<file path="config.mk">
export PLATFORM = sky130hd
export DESIGN_NAME = bcd2b
export DESIGN_NICKNAME = d
export VERILOG_FILES = /design/src/rtl/bcd2b_pkg.sv /design/src/rtl/bcd2b_digit_mac.sv /design/src/rtl/bcd2b.sv
export SDC_FILE = /design/constraint.sdc
export NUM_CORES = 1
export LEC_CHECK = 0
export CORE_MARGIN = 5
export CORE_UTILIZATION = 53
export CTS_CLUSTER_DIAMETER = 30
export DETAILED_ROUTE_END_ITERATION = 8
export PLACE_DENSITY = 0.78
export SYNTH_ARGS = -nofsm -noshare
export SYNTH_HDL_FRONTEND = slang
export SYNTH_HIERARCHICAL = 1
export SYNTH_SLANG_ARGS = --single-unit
</file>
<file path="constraint.sdc">
create_clock -name clk -period 4.35 [get_ports clk]
set_input_delay 0.87 -clock clk [delete_from_list [all_inputs] [get_ports clk]]
set_output_delay 0.87 -clock clk [all_outputs]
set_load 0.02 [all_outputs]
</file>
<file path="src/rtl/bcd2b_pkg.sv">
// Shared types and constants for the packed-BCD to binary converter.
// The saturation option (BCD2B_SAT_EN) is applied in bcd2b through finish_chan().
package bcd2b_pkg;

    localparam int NDIG    = 4;
    localparam int W_OUT   = 12;
    localparam int W_ACC   = 14;
    localparam int W_IDX   = $clog2(NDIG);
    localparam int MAXV    = (2 ** W_OUT) - 1;
    localparam int BCD_MAX = 9;

    typedef enum logic [1:0] {
        IDLE = 2'd0,
        CH1  = 2'd1,
        CH2  = 2'd2
    } state_e;

    typedef logic [NDIG-1:0][3:0] digits_t;

    typedef struct packed {
        logic [W_OUT-1:0] v;
        logic             err;
        logic             ovf;
    } chan_res_t;

    // An invalid digit forces the value to zero and masks overflow for that channel.
    function automatic chan_res_t finish_chan(input logic [W_ACC-1:0] acc,
                                              input logic             bad,
                                              input logic             sat);
        chan_res_t r;
        r.v   = acc[W_OUT-1:0];
        r.err = bad;
        r.ovf = 1'b0;
        if (bad) begin
            r.v = '0;
        end else if (acc > W_ACC'(MAXV)) begin
            r.ovf = 1'b1;
            if (sat) begin
                r.v = W_OUT'(MAXV);
            end
        end
        return r;
    endfunction

endpackage

</file>
<file path="src/rtl/bcd2b_digit_mac.sv">
// One decimal multiply-accumulate step: acc*10 + digit, plus a digit range check.
// Purely combinational; the converter shares a single instance between both channels.
module bcd_digit_mac
    import bcd2b_pkg::*;
(
    input  logic [W_ACC-1:0] acc_i,
    input  logic [3:0]       digit_i,
    output logic [W_ACC-1:0] acc_o,
    output logic             digit_ok_o
);

    logic [W_ACC-1:0] acc_x8;
    logic [W_ACC-1:0] acc_x2;
    logic [W_ACC-1:0] digit_ext;

    always_comb begin
        acc_x8     = acc_i << 3;
        acc_x2     = acc_i << 1;
        digit_ext  = {{(W_ACC-4){1'b0}}, digit_i};
        acc_o      = acc_x8 + acc_x2 + digit_ext;
        digit_ok_o = (digit_i <= 4'(BCD_MAX));
    end

endmodule

</file>
<file path="src/rtl/bcd2b.sv">
// Two-channel 4-digit packed-BCD to 12-bit binary converter, one digit per clock.
// Define BCD2B_SAT_EN to clamp overflowing results to 4095 instead of wrapping modulo 4096.
module bcd2b
    import bcd2b_pkg::*;
(
    input  logic             clk,
    input  logic             rst_n,
    input  logic             start,
    input  logic [3:0]       DV10,
    input  logic [3:0]       DV11,
    input  logic [3:0]       DV12,
    input  logic [3:0]       DV13,
    input  logic [3:0]       DV20,
    input  logic [3:0]       DV21,
    input  logic [3:0]       DV22,
    input  logic [3:0]       DV23,
    output logic [W_OUT-1:0] v1,
    output logic [W_OUT-1:0] v2,
    output logic             busy,
    output logic             done,
    output logic             err1,
    output logic             err2,
    output logic             ovf1,
    output logic             ovf2
);

`ifdef BCD2B_SAT_EN
    localparam logic SAT_EN = 1'b1;
`else
    localparam logic SAT_EN = 1'b0;
`endif

    state_e           state_q, state_d;
    logic [W_IDX-1:0] idx_q, idx_d;
    logic [W_ACC-1:0] acc_q, acc_d;
    logic             run_err_q, run_err_d;
    digits_t          dig1_q, dig1_d;
    digits_t          dig2_q, dig2_d;
    logic [W_ACC-1:0] hold_acc_q, hold_acc_d;
    logic             hold_err_q, hold_err_d;
    logic [W_OUT-1:0] v1_q, v1_d;
    logic [W_OUT-1:0] v2_q, v2_d;
    logic             err1_q, err1_d;
    logic             err2_q, err2_d;
    logic             ovf1_q, ovf1_d;
    logic             ovf2_q, ovf2_d;
    logic             done_q, done_d;

    logic [3:0]       cur_digit;
    logic [W_ACC-1:0] mac_acc;
    logic             mac_ok;
    logic             last_digit;
    logic             chan_bad;
    chan_res_t        res1;
    chan_res_t        res2;

    always_comb begin
        cur_digit  = (state_q == CH2) ? dig2_q[idx_q] : dig1_q[idx_q];
        last_digit = (idx_q == '0);
        chan_bad   = run_err_q | ~mac_ok;
    end

    bcd_digit_mac u_mac (
        .acc_i      (acc_q),
        .digit_i    (cur_digit),
        .acc_o      (mac_acc),
        .digit_ok_o (mac_ok)
    );

    // Channel 1 finished one phase earlier and waits in the holding regs.
    always_comb begin
        res1 = finish_chan(hold_acc_q, hold_err_q, SAT_EN);
        res2 = finish_chan(mac_acc, chan_bad, SAT_EN);
    end

    always_comb begin
        state_d    = state_q;
        idx_d      = idx_q;
        acc_d      = acc_q;
        run_err_d  = run_err_q;
        dig1_d     = dig1_q;
        dig2_d     = dig2_q;
        hold_acc_d = hold_acc_q;
        hold_err_d = hold_err_q;
        v1_d       = v1_q;
        v2_d       = v2_q;
        err1_d     = err1_q;
        err2_d     = err2_q;
        ovf1_d     = ovf1_q;
        ovf2_d     = ovf2_q;
        done_d     = 1'b0;

        case (state_q)
            IDLE: begin
                if (start) begin
                    dig1_d    = {DV13, DV12, DV11, DV10};
                    dig2_d    = {DV23, DV22, DV21, DV20};
                    acc_d     = '0;
                    run_err_d = 1'b0;
                    idx_d     = W_IDX'(NDIG - 1);
                    state_d   = CH1;
                end
            end
            CH1: begin
                acc_d     = mac_acc;
                run_err_d = chan_bad;
                if (last_digit) begin
                    hold_acc_d = mac_acc;
                    hold_err_d = chan_bad;
                    acc_d      = '0;
                    run_err_d  = 1'b0;
                    idx_d      = W_IDX'(NDIG - 1);
                    state_d    = CH2;
                end else begin
                    idx_d = idx_q - 1'b1;
                end
            end
            CH2: begin
                acc_d     = mac_acc;
                run_err_d = chan_bad;
                if (last_digit) begin
                    v1_d    = res1.v;
                    err1_d  = res1.err;
                    ovf1_d  = res1.ovf;
                    v2_d    = res2.v;
                    err2_d  = res2.err;
                    ovf2_d  = res2.ovf;
                    done_d  = 1'b1;
                    state_d = IDLE;
                end else begin
                    idx_d = idx_q - 1'b1;
                end
            end
            default: begin
                state_d = IDLE;
            end
        endcase
    end

    always_ff @(posedge clk or negedge rst_n) begin
        if (!rst_n) begin
            state_q    <= IDLE;
            idx_q      <= '0;
            acc_q      <= '0;
            run_err_q  <= 1'b0;
            dig1_q     <= '0;
            dig2_q     <= '0;
            hold_acc_q <= '0;
            hold_err_q <= 1'b0;
            v1_q       <= '0;
            v2_q       <= '0;
            err1_q     <= 1'b0;
            err2_q     <= 1'b0;
            ovf1_q     <= 1'b0;
            ovf2_q     <= 1'b0;
            done_q     <= 1'b0;
        end else begin
            state_q    <= state_d;
            idx_q      <= idx_d;
            acc_q      <= acc_d;
            run_err_q  <= run_err_d;
            dig1_q     <= dig1_d;
            dig2_q     <= dig2_d;
            hold_acc_q <= hold_acc_d;
            hold_err_q <= hold_err_d;
            v1_q       <= v1_d;
            v2_q       <= v2_d;
            err1_q     <= err1_d;
            err2_q     <= err2_d;
            ovf1_q     <= ovf1_d;
            ovf2_q     <= ovf2_d;
            done_q     <= done_d;
        end
    end

    always_comb begin
        v1   = v1_q;
        v2   = v2_q;
        err1 = err1_q;
        err2 = err2_q;
        ovf1 = ovf1_q;
        ovf2 = ovf2_q;
        done = done_q;
        busy = (state_q != IDLE);
    end

endmodule

</file>
==> results of run 1 <==
==> critical path, cell delays in order (launching register included) <==
cell and delay, ps:
dfrtp_1 720, mux4_2 570, mux2_2 300, inv_1 80, fa_1 420, inv_1 110, ha_1 230, a21oi_1 240
o211ai_2 160, o2111ai_2 260, a21oi_1 90, a31oi_1 200, inv_1 90, o31ai_2 250
==> per-stage QoR <==
step	power (W)	util, %	hold WS [ps]	instance area, um^2
2_1_floorplan	0.00252	-	451	4710
3_3_place_gp	0.00292	61.9	461	5370
3_5_place_dp	0.00298	61.9	465	5370
4_1_cts	0.00360	64.4	486	5590
5_1_grt	0.00383	64.4	518	5590
6_report	0.00357	64.4	483	5590
==> report_power, final <==
part / total [W] / internal (W) / switching, W
registers: 0.00142 / 0.00119 / 0.000230
logic: 0.00153 / 0.000748 / 0.000782
clock network: 0.000618 / 0.000303 / 0.000315
==> cells in the final DEF (no fill, tap or decap), drive strengths merged, types with 6 or more instances in the layout <==
master / count
o21ai: 49
o31ai: 14
a22o: 12
nor2: 6
nand2: 34
dfrtp: 94
mux4: 8
clkbuf: 11
nand2b: 13
a21oi: 8
clkdlybuf4s50: 63
ha: 28
mux2: 39
inv: 29
xnor2: 6
nand3: 6
==> cell type report <==
cell class	instances	area [um^2]
multi-input combinational	255	2110
tap	108	135
sequential	94	2350
timing repair buffer	68	668
clock buffer	11	151
inverter	27	101
fill	696	3090
clock inverter	5	65.1
==> registers in the layout, summed over array words and instances, names as in the netlist <==
name and flops:
dig1_q 16, dig2_q 16, hold_acc_q 14, acc_q 13, v1 12, v2 12
idx_q 2, state_q 2, done 1, err1 1, err2 1, hold_err_q 1
ovf1 1, ovf2 1, run_err_q 1
==> metal layers <==
layer  up-vias  routed length [um]  GRT usage (%)
li1       1509                   -              -
met1      1559                4110           23.4
met2        89                4790           30.5
met3        21                 458           4.84
met4         0                 181           6.11
met5         -                   0              0
==> how the worst max path moves through the flow <==
stage,from,to,slack [ps],depth (start not counted)
4_1_cts,idx_q[0],acc_q[11],490,13
3_3_place_gp,idx_q[0],acc_q[11],690,13
6_report,idx_q[0],acc_q[11],520,13
3_5_place_dp,idx_q[0],acc_q[11],510,13
5_1_grt,idx_q[0],acc_q[11],200,13
2_1_floorplan,idx_q[0],acc_q[12],1040,13
==> summary.md, run 1 <==
| Metric | Value |
|---|---|
| Outcome | finished, final reports clean |
| Root Buffer | clkbuf_8 |
| Finish-stage setup viols | 0 |
| Fin. Hold Viols | 0 |
| RSZ-0062 raised after global routing | false |
| Setup TNS | 0 ps |
| WS Path Type | flop to flop |
| Crit path launch type | flop |
| Final critical-path required period | roughly 3800 ps |
| Slew Limit Fails | 0 |
| Synth Cell Area | between 4000 and 5000 um^2 |
| Worst-Margin Slew | just over 900 ps |
| RR Endpoint | acc_q[11] |
| GR Util All Layers | a little under a fifth |
| Drc violations | 0 |
| Post-Layout Cell Count | 568 |
| Ant diodes | 0 |
| Hold-fix buffers, CTS | 0 |
| Highest clock rate | ~0.26 GHz |
| Power Density | about 640 nW/um^2 |
| Routed WL | about 9.5 mm |
| Iteration-0 DRC Markers | around 140 |
| Reg-to-reg startpoint | idx_q[0] |
| Die area | roughly 11,000 um^2 |
| Max_slew headroom | between 30% and 40% |
| Max-cap violations | 0 |
| Final worst setup slack | between 500 and 600 ps |
| Mean post-synth cell area | between 10 and 15 um^2 |
| Post-CTS setup buffer count | 0 |
| First-pass GRT wire length | roughly 16 mm |
| Port bufs | between 60 and 70 |
| Core area | around 8700 um^2 |
| Number of nets in the layout | 520 |
| Wirelength per Cell | 16.8 um |
| Starting density of the core | between 50 and 60% |
| RePlAce Congestion | 0.891 |
| CTS clk-pin slew, worst paths | approximately 90 ps |
| WP data arrival | a little over 4000 ps |
| Vias | around 3.2k |
| Max IR drop VDD | roughly 0.33 mV |
| Synth warn | 6 |
| DIE WIDTH | 104 um |
| Placed wire-length estimate | between 7 and 8 mm |
| WHS Endpoint | hold_acc_q[12] |
| Cts bufs inserted | 9 |
| CTS tree | built |
| CP Capture Type | flop |
| Via-to-Cell Ratio | approximately 5.6 |
| TritonRoute pass-1 iters | 4 |
| Share of cells above drive strength 1 | around 18% |
| # clock sinks | 94 |
| Syn Inst Count | 400 |
| GR Overflow Total | 0 |
| Vias in the first global route | about 3.3k |
| Clock Skew | 8.97 ps |
| Placed Instances | between 500 and 600 |
| Cells on worst reg2reg path | 13 |
| DRT antenna net count | 0 |
| Row count | 34 |
| Layout area overhead | 18.6% |
| Tcrit/Tclk final | approximately nine tenths |
| Largest net degree at the start of global routing | 63 |
| Min-Delay Path Class | flop to flop |
| Critical path fanouts, max | 11 |
| Maximum clock insertion buffer count | 2 |
| Worst Hold Launch | hold_acc_q[12] |
| Hold path cells | 2 |
| Top Ports | 65 |
| Post-CTS sizing | 0 |
| Worst skew pair latency | about 370 ps |
| Die height | ~100 um |
| Leak | approximately 2.5 nW |
| Place WS | roughly 510 ps |
| Syn Nets | between 400 and 500 |
| WP data required | between 4000 and 5000 ps |
| Reg-to-reg slack, setup | slightly above 500 ps |
| Initial antenna violation count | 0 |
| H-tree levels | 3 |
(Power assumes the default switching activity.)
==> run 2, diff against run 1 <==
--- a/config.mk
+++ b/config.mk
@@ -6,10 +6,10 @@
 export NUM_CORES = 1
 export LEC_CHECK = 0
 export CORE_MARGIN = 5
-export CORE_UTILIZATION = 53
+export CORE_UTILIZATION = 50
 export CTS_CLUSTER_DIAMETER = 30
 export DETAILED_ROUTE_END_ITERATION = 8
-export PLACE_DENSITY = 0.78
+export PLACE_DENSITY = 0.77
 export SYNTH_ARGS = -nofsm -noshare
 export SYNTH_HDL_FRONTEND = slang
 export SYNTH_HIERARCHICAL = 1
==> constraint.sdc (replaced) <==
create_clock -name clk -period 3.36 [get_ports clk]
set_input_delay 0.672 -clock clk [delete_from_list [all_inputs] [get_ports clk]]
set_output_delay 0.672 -clock clk [all_outputs]
set_load 0.02 [all_outputs]
==> run 2 against run 1 <==
Sequential share of layout area shrank 1.8 points; utilization shrank 0.97 points; final cell count grew 3.5%; hold slack lost 110 ps; critical path type unchanged; highest routed layer unchanged.
==> summary.md, run 2 (synthesized netlist as in run 1, its figures left out) <==
| Metric | Value |
|---|---|
| Top sig layer | met4 |
| Wirelength per Cell | 17.1 um |
| Commonest non-fill, non-tap cell in the layout | dfrtp_1 |
| Placed Instances | 569 |
| CP peak stage delay | 480 ps |
| Drc violations | 0 |
| Leak | ~2.6 nW |
| Share of cells above drive strength 1 | 22.9% |
| Die area | approximately 11,000 um^2 |
| Root Buffer | clkbuf_8 |
| Core area | 9200 um^2 |
| GR Overflow Total | 0 |
| Clock Skew | around 14 ps |
| Ant diodes | 0 |
| Cell mode on critical path | inv_2 |
| Vias | approximately 3.3k |
| Fin. Hold Viols | 0 |
| CP cell instances | buf_6, mux4_2, mux2_4, inv_2, fa_1, inv_2, ha_4, a21oi_4, o211ai_2, o2111ai_2, a21oi_2, a31oi_1, inv_1, o31ai_2 |
| DRT antenna net count | 0 |
| Maximum clock insertion buffer count | 2 |
| Highest clock rate | roughly 0.30 GHz |
| # clock sinks | 94 |
| Top Ports | 65 |
| Post-DP Area | about 5500 um^2 |
| Worst-Margin Slew | 867 ps |
| Port bufs | 64 |
| CP Capture Type | flop |
| Critical path fanouts, max | 7 |
| Row count | 35 |
| Routed wl met2 | approximately 5.0 mm |
| Most frequent cells in the layout | dfrtp_1, clkdlybuf4s50_1, o21ai_0 |
| Final critical-path required period | 3320 ps |
| CP max stage cell | mux4_2 |
| Post-route cell area | approximately 5800 um^2 |
| Number of nets in the layout | roughly 540 |
| CTS tree | built |
| Starting density of the core | 51.2% |
| Met3 Routed Length | roughly 600 um |
| Largest net degree at the start of global routing | 61 |
| WP data arrival | ~3600 ps |
| Slew Limit Fails | 0 |
| Tcrit/Tclk final | between 90% and 100% |
| Routed WL | between 10 and 15 mm |
| Iteration-0 DRC Markers | 166 |
| Routed metal-1 wirelength | approximately 4.2 mm |
| Worst skew pair latency | ~350 ps |
| Crit path launch type | flop |
| RePlAce Congestion | around 0.85 |
| First-pass GRT wire length | around 17 mm |
| Initial antenna violation count | 0 |
| Max IR drop VDD | 0.511 mV |
| Layout area overhead | 23.8% |
| WS Path Type | flop to flop |
| Post-Layout Cell Count | ~590 |
| Via-to-Cell Ratio | 5.56 |
| Worst path bufs/invs | 4 |
| TritonRoute pass-1 iters | 4 |
| CTS clk-pin slew, worst paths | 90 ps |
| DIE WIDTH | roughly 110 um |
| GR Util All Layers | 18.7% |
| Hold slack | 374 ps |
| H-tree levels | 3 |
| WP data required | between 3000 and 4000 ps |
| Max-cap violations | 0 |
| Vias in the first global route | about 3.5k |
| RSZ-0062 raised after global routing | true |
| Die height | roughly 110 um |
| Cts bufs inserted | 9 |
| Power Density | roughly 850 nW/um^2 |
| Placed wire-length estimate | between 7 and 8 mm |
| Delay-heaviest family, CP | compound AO/OA/AOI/OAI gates |
| Outcome | finished, final reports clean |
| Finish-stage setup viols | 0 |
| Top Registers | dig1_q: 16 flops, dig2_q: 16 flops, hold_acc_q: 14 flops |
| Min-Delay Path Class | primary input to asynchronous set/reset pin |
| Max_slew headroom | between 40 and 50% |
==> run 2: area by class of cell <==
class	count	area, um^2
fill	734	3360
multi-input combinational	255	2210
timing repair buffer	85	816
sequential	94	2350
clock buffer	13	149
clock inverter	3	67.6
tap	111	139
inverter	27	101
==> run 2: timing repair <==
| action | in CTS | in global routing |
|---|---|---|
| gates resized for setup | 6 | 19 |
| endpoints found under the setup margin | 6 | 17 |
| buffers inserted | 2 | 2 |
| hold buffers | 0 | 0 |
| gates cloned | 0 | 0 |
| pin swaps | 3 | 14 |
==> run 2: report_power, final <==
group / switching (W) / total [W] / internal (W)
clock network: 0.000384 / 0.000826 / 0.000441
logic: 0.00115 / 0.00230 / 0.00116
registers: 0.000274 / 0.00182 / 0.00154
==> run 2: worst reg2reg max path, cell delays in order, from the launching register on <==
cell and delay (ps):
dfrtp_1 380, buf_6 140, mux4_2 490, mux2_4 290
inv_2 60, fa_1 410, inv_2 100, ha_4 220
a21oi_4 160, o211ai_2 130, o2111ai_2 280, a21oi_2 90
a31oi_1 200, inv_1 90, o31ai_2 200
==> run 2: per-stage QoR <==
stage / utilization (%) / setup WS [ps] / power [W] / setup TNS (ps)
detailed placement: 59.7 / -125 / 0.00396 / -318
floorplan: - / 46.0 / 0.00326 / 0
CTS: 62.5 / -22.3 / 0.00482 / -34.3
global placement: 59.7 / -1.18 / 0.00390 / -1.18
global route: 63.4 / -116 / 0.00527 / -639
finish: 63.4 / 42.4 / 0.00495 / 0
==> run 2: worst paths after layout <==
kind	startpoint	cells past startpoint	end	slack (ps)
min in group clk	v1[11]	2	v1[11]	490
min reg2reg	v1[11]	2	v1[11]	490
max reg2reg	idx_q[0]	14	acc_q[11]	40
max in group asynchronous	rst_n	2	v2[3]	2320
min	rst_n	1	hold_acc_q[8]	370
max	idx_q[0]	14	acc_q[11]	40
==> run 2: routing by layer <==
metal | track usage [%] | vias to the layer above
met5 | 0 | -
met2 | 31.5 | 109
met4 | 6.67 | 0
met1 | 24.2 | 1596
met3 | 3.49 | 19
li1 | - | 1546
==> run 3, diff against run 2 <==
--- a/config.mk
+++ b/config.mk
@@ -9,6 +9,7 @@
 export CORE_UTILIZATION = 50
 export CTS_CLUSTER_DIAMETER = 30
 export DETAILED_ROUTE_END_ITERATION = 8
+export MAX_ROUTING_LAYER = met4
 export PLACE_DENSITY = 0.77
 export SYNTH_ARGS = -nofsm -noshare
 export SYNTH_HDL_FRONTEND = slang
==> run 3 against run 2 <==
Routed wire length increased by 0.14%; non-clock buffer count unchanged; critical path depth unchanged; utilization unchanged; cell area unchanged; via count about the same; register-to-register slack about the same; clock-buffer cell count unchanged; first-iteration DRC count decreased by 2.4%; total power decreased by 0.14%; die area unchanged; highest routed layer unchanged.
==> summary.md, run 3 (synthesized netlist as in run 1, its figures left out) <==
| Metric | Value |
|---|---|
| Port bufs | 64 |
| Placed wire-length estimate | 7.20 mm |
| CP peak stage delay | between 400 and 500 ps |
| Maximum clock insertion buffer count | 2 |
| Fin. Hold Viols | 0 |
| DIE WIDTH | 107 um |
| Max IR drop VDD | between 0.5 and 0.6 mV |
| WS Path Type | flop to flop |
| Leak | about 2.6 nW |
| CTS tree | built |
| Switching Fraction | between 30% and 40% |
| Finish-stage setup viols | 0 |
| CP max stage cell | mux4_2 |
| Starting density of the core | between 50% and 60% |
| GR Util All Layers | 19.3% |
| Die area | between 10,000 and 15,000 um^2 |
| Post-DP Area | between 5000 and 6000 um^2 |
| Largest net degree at the start of global routing | just over 60 |
| P_sw | 0.00180 W |
| Hold slack | roughly 400 ps |
| Comb pwr share | a little under half |
| Hold-fix buffers, CTS | 0 |
| Clock network power share | between 10% and 20% |
| CP Capture Type | flop |
| Commonest non-fill, non-tap cell in the layout | dfrtp_1 |
| Top Registers | dig1_q: 16 flops, dig2_q: 16 flops, hold_acc_q: 14 flops |
| Root Buffer | clkbuf_8 |
| Iteration-0 DRC Markers | roughly 160 |
| Power Density | approximately 850 nW/um^2 |
| CP cell instances | buf_6, mux4_2, mux2_4, inv_2, fa_1, inv_2, ha_4, a21oi_4, o211ai_2, o2111ai_2, a21oi_2, a31oi_1, inv_1, o31ai_2 |
| Max_slew headroom | about 43% |
| Highest clock rate | 0.301 GHz |
| RSZ-0062 raised after global routing | true |
| Row count | 35 |
| Via-to-Cell Ratio | 5.56 |
| Number of nets in the layout | roughly 540 |
| Drc violations | 0 |
| Tcrit/Tclk final | a little over nine tenths |
| Critical path fanouts, max | 7 |
| Slew Limit Fails | 0 |
| Worst skew pair latency | about 350 ps |
| Max-cap violations | 0 |
| WP data arrival | ~3600 ps |
| Share of cells above drive strength 1 | between 20% and 30% |
| Ant diodes | 0 |
| Cell mode on critical path | inv_2 |
| CTS clk-pin slew, worst paths | 90 ps |
| H-tree levels | 3 |
| Int Power | roughly 0.0031 W |
| # clock sinks | 94 |
| Crit path launch type | flop |
| Most frequent cells in the layout | dfrtp_1, clkdlybuf4s50_1, o21ai_0 |
| Top Ports | 65 |
| Die height | about 110 um |
| DRT antenna net count | 0 |
| Vias | approximately 3.3k |
| Layout area overhead | 23.8% |
| Final critical-path required period | between 3000 and 4000 ps |
| Post-route cell area | 5830 um^2 |
| # fillers | between 700 and 800 |
| WP data required | around 3600 ps |
| Clock Skew | between 10 and 15 ps |
| Cts bufs inserted | 9 |
| Vias in the first global route | between 3k and 4k |
| Sequential Power Share | between 30 and 40% |
| Outcome | finished, final reports clean |
| Worst-Margin Slew | between 800 and 900 ps |
| Core area | between 9000 and 10,000 um^2 |
| First-pass GRT wire length | between 15 and 20 mm |
| Initial antenna violation count | 0 |
| GR Overflow Total | 0 |
| Wirelength per Cell | around 17 um |
| Routed WL | 10.1 mm |
| TritonRoute pass-1 iters | 5 |
| RePlAce Congestion | roughly 0.87 |
| Min-Delay Path Class | primary input to asynchronous set/reset pin |
-- run 3: cell counts in the layout (fill, tap and decap cells not counted) --
Identical to the previous run, type by type.
-- run 3: path summary, 6_finish.rpt --
path | startpoint | end | slack [ps] | cells after the start
worst max-delay path | idx_q[0] | acc_q[11] | 40 | 14
worst min-delay path | rst_n | v1[11] | 390 | 1
worst max register to register | idx_q[0] | acc_q[11] | 40 | 14
worst min register to register | v1[11] | v1[11] | 490 | 2
max in group asynchronous | rst_n | dig2_q[2] | 2320 | 2
min in group clk | v1[11] | v1[11] | 490 | 2
-- run 3: power groups by stage --
stage	combinational, W	clock (W)	sequential, W
finish	0.00230	0.000819	0.00182
global route	0.00251	0.000881	0.00188
CTS	0.00217	0.000834	0.00182
detailed placement	0.00212	0	0.00184
global placement	0.00208	0	0.00182
floorplan	0.00143	0	0.00183
-- run 3: worst max-delay path: cells and delay by family, from the launching register on --
kind / cells / cell delay (ps)
adders and majority gates: 2 / 620
DFF: 1 / 380
muxes: 2 / 770
buffers and inverters: 4 / 390
AOI/OAI and AO/OA: 6 / 1060
-- run 3: layout make-up --
type | instances | area (um^2) | share of cell area [%]
clock buffer | 13 | 149 | 2.55
clock inverter | 3 | 67.6 | 1.16
inverter | 27 | 101 | 1.74
multi-input combinational | 255 | 2210 | 37.8
sequential | 94 | 2350 | 40.3
tap | 111 | 139 | 2.38
timing repair buffer | 85 | 816 | 14.0
-- run 3: what timing repair did --
item / 4_1_cts / 5_1_grt
endpoints found under the setup margin: 6 / 17
pin swaps: 3 / 14
resized for setup: 6 / 19
buffers inserted: 2 / 2
-- run 3: layer usage --
layer | global-route usage [%] | wire length (um) | up-vias
met1 | 24.6 | 4260 | 1585
met2 | 31.5 | 5030 | 115
met5 | - | 0 | -
li1 | - | - | 1546
met4 | 6.67 | 195 | 0
met3 | 3.01 | 570 | 21
-- run 3: stage by stage --
stage / setup TNS, ps / power [W] / std cells / setup slack [ps] / utilization (%)
after floorplan: 0 / 0.00326 / 400 / 46.0 / -
after global placement: -1.18 / 0.00390 / 569 / -1.18 / 59.7
after detailed placement: -318 / 0.00396 / 569 / -125 / 59.7
after CTS: -34.3 / 0.00482 / 587 / -22.3 / 62.5
after global routing: -639 / 0.00527 / 588 / -116 / 63.4
final: 0 / 0.00494 / 588 / 39.0 / 63.4
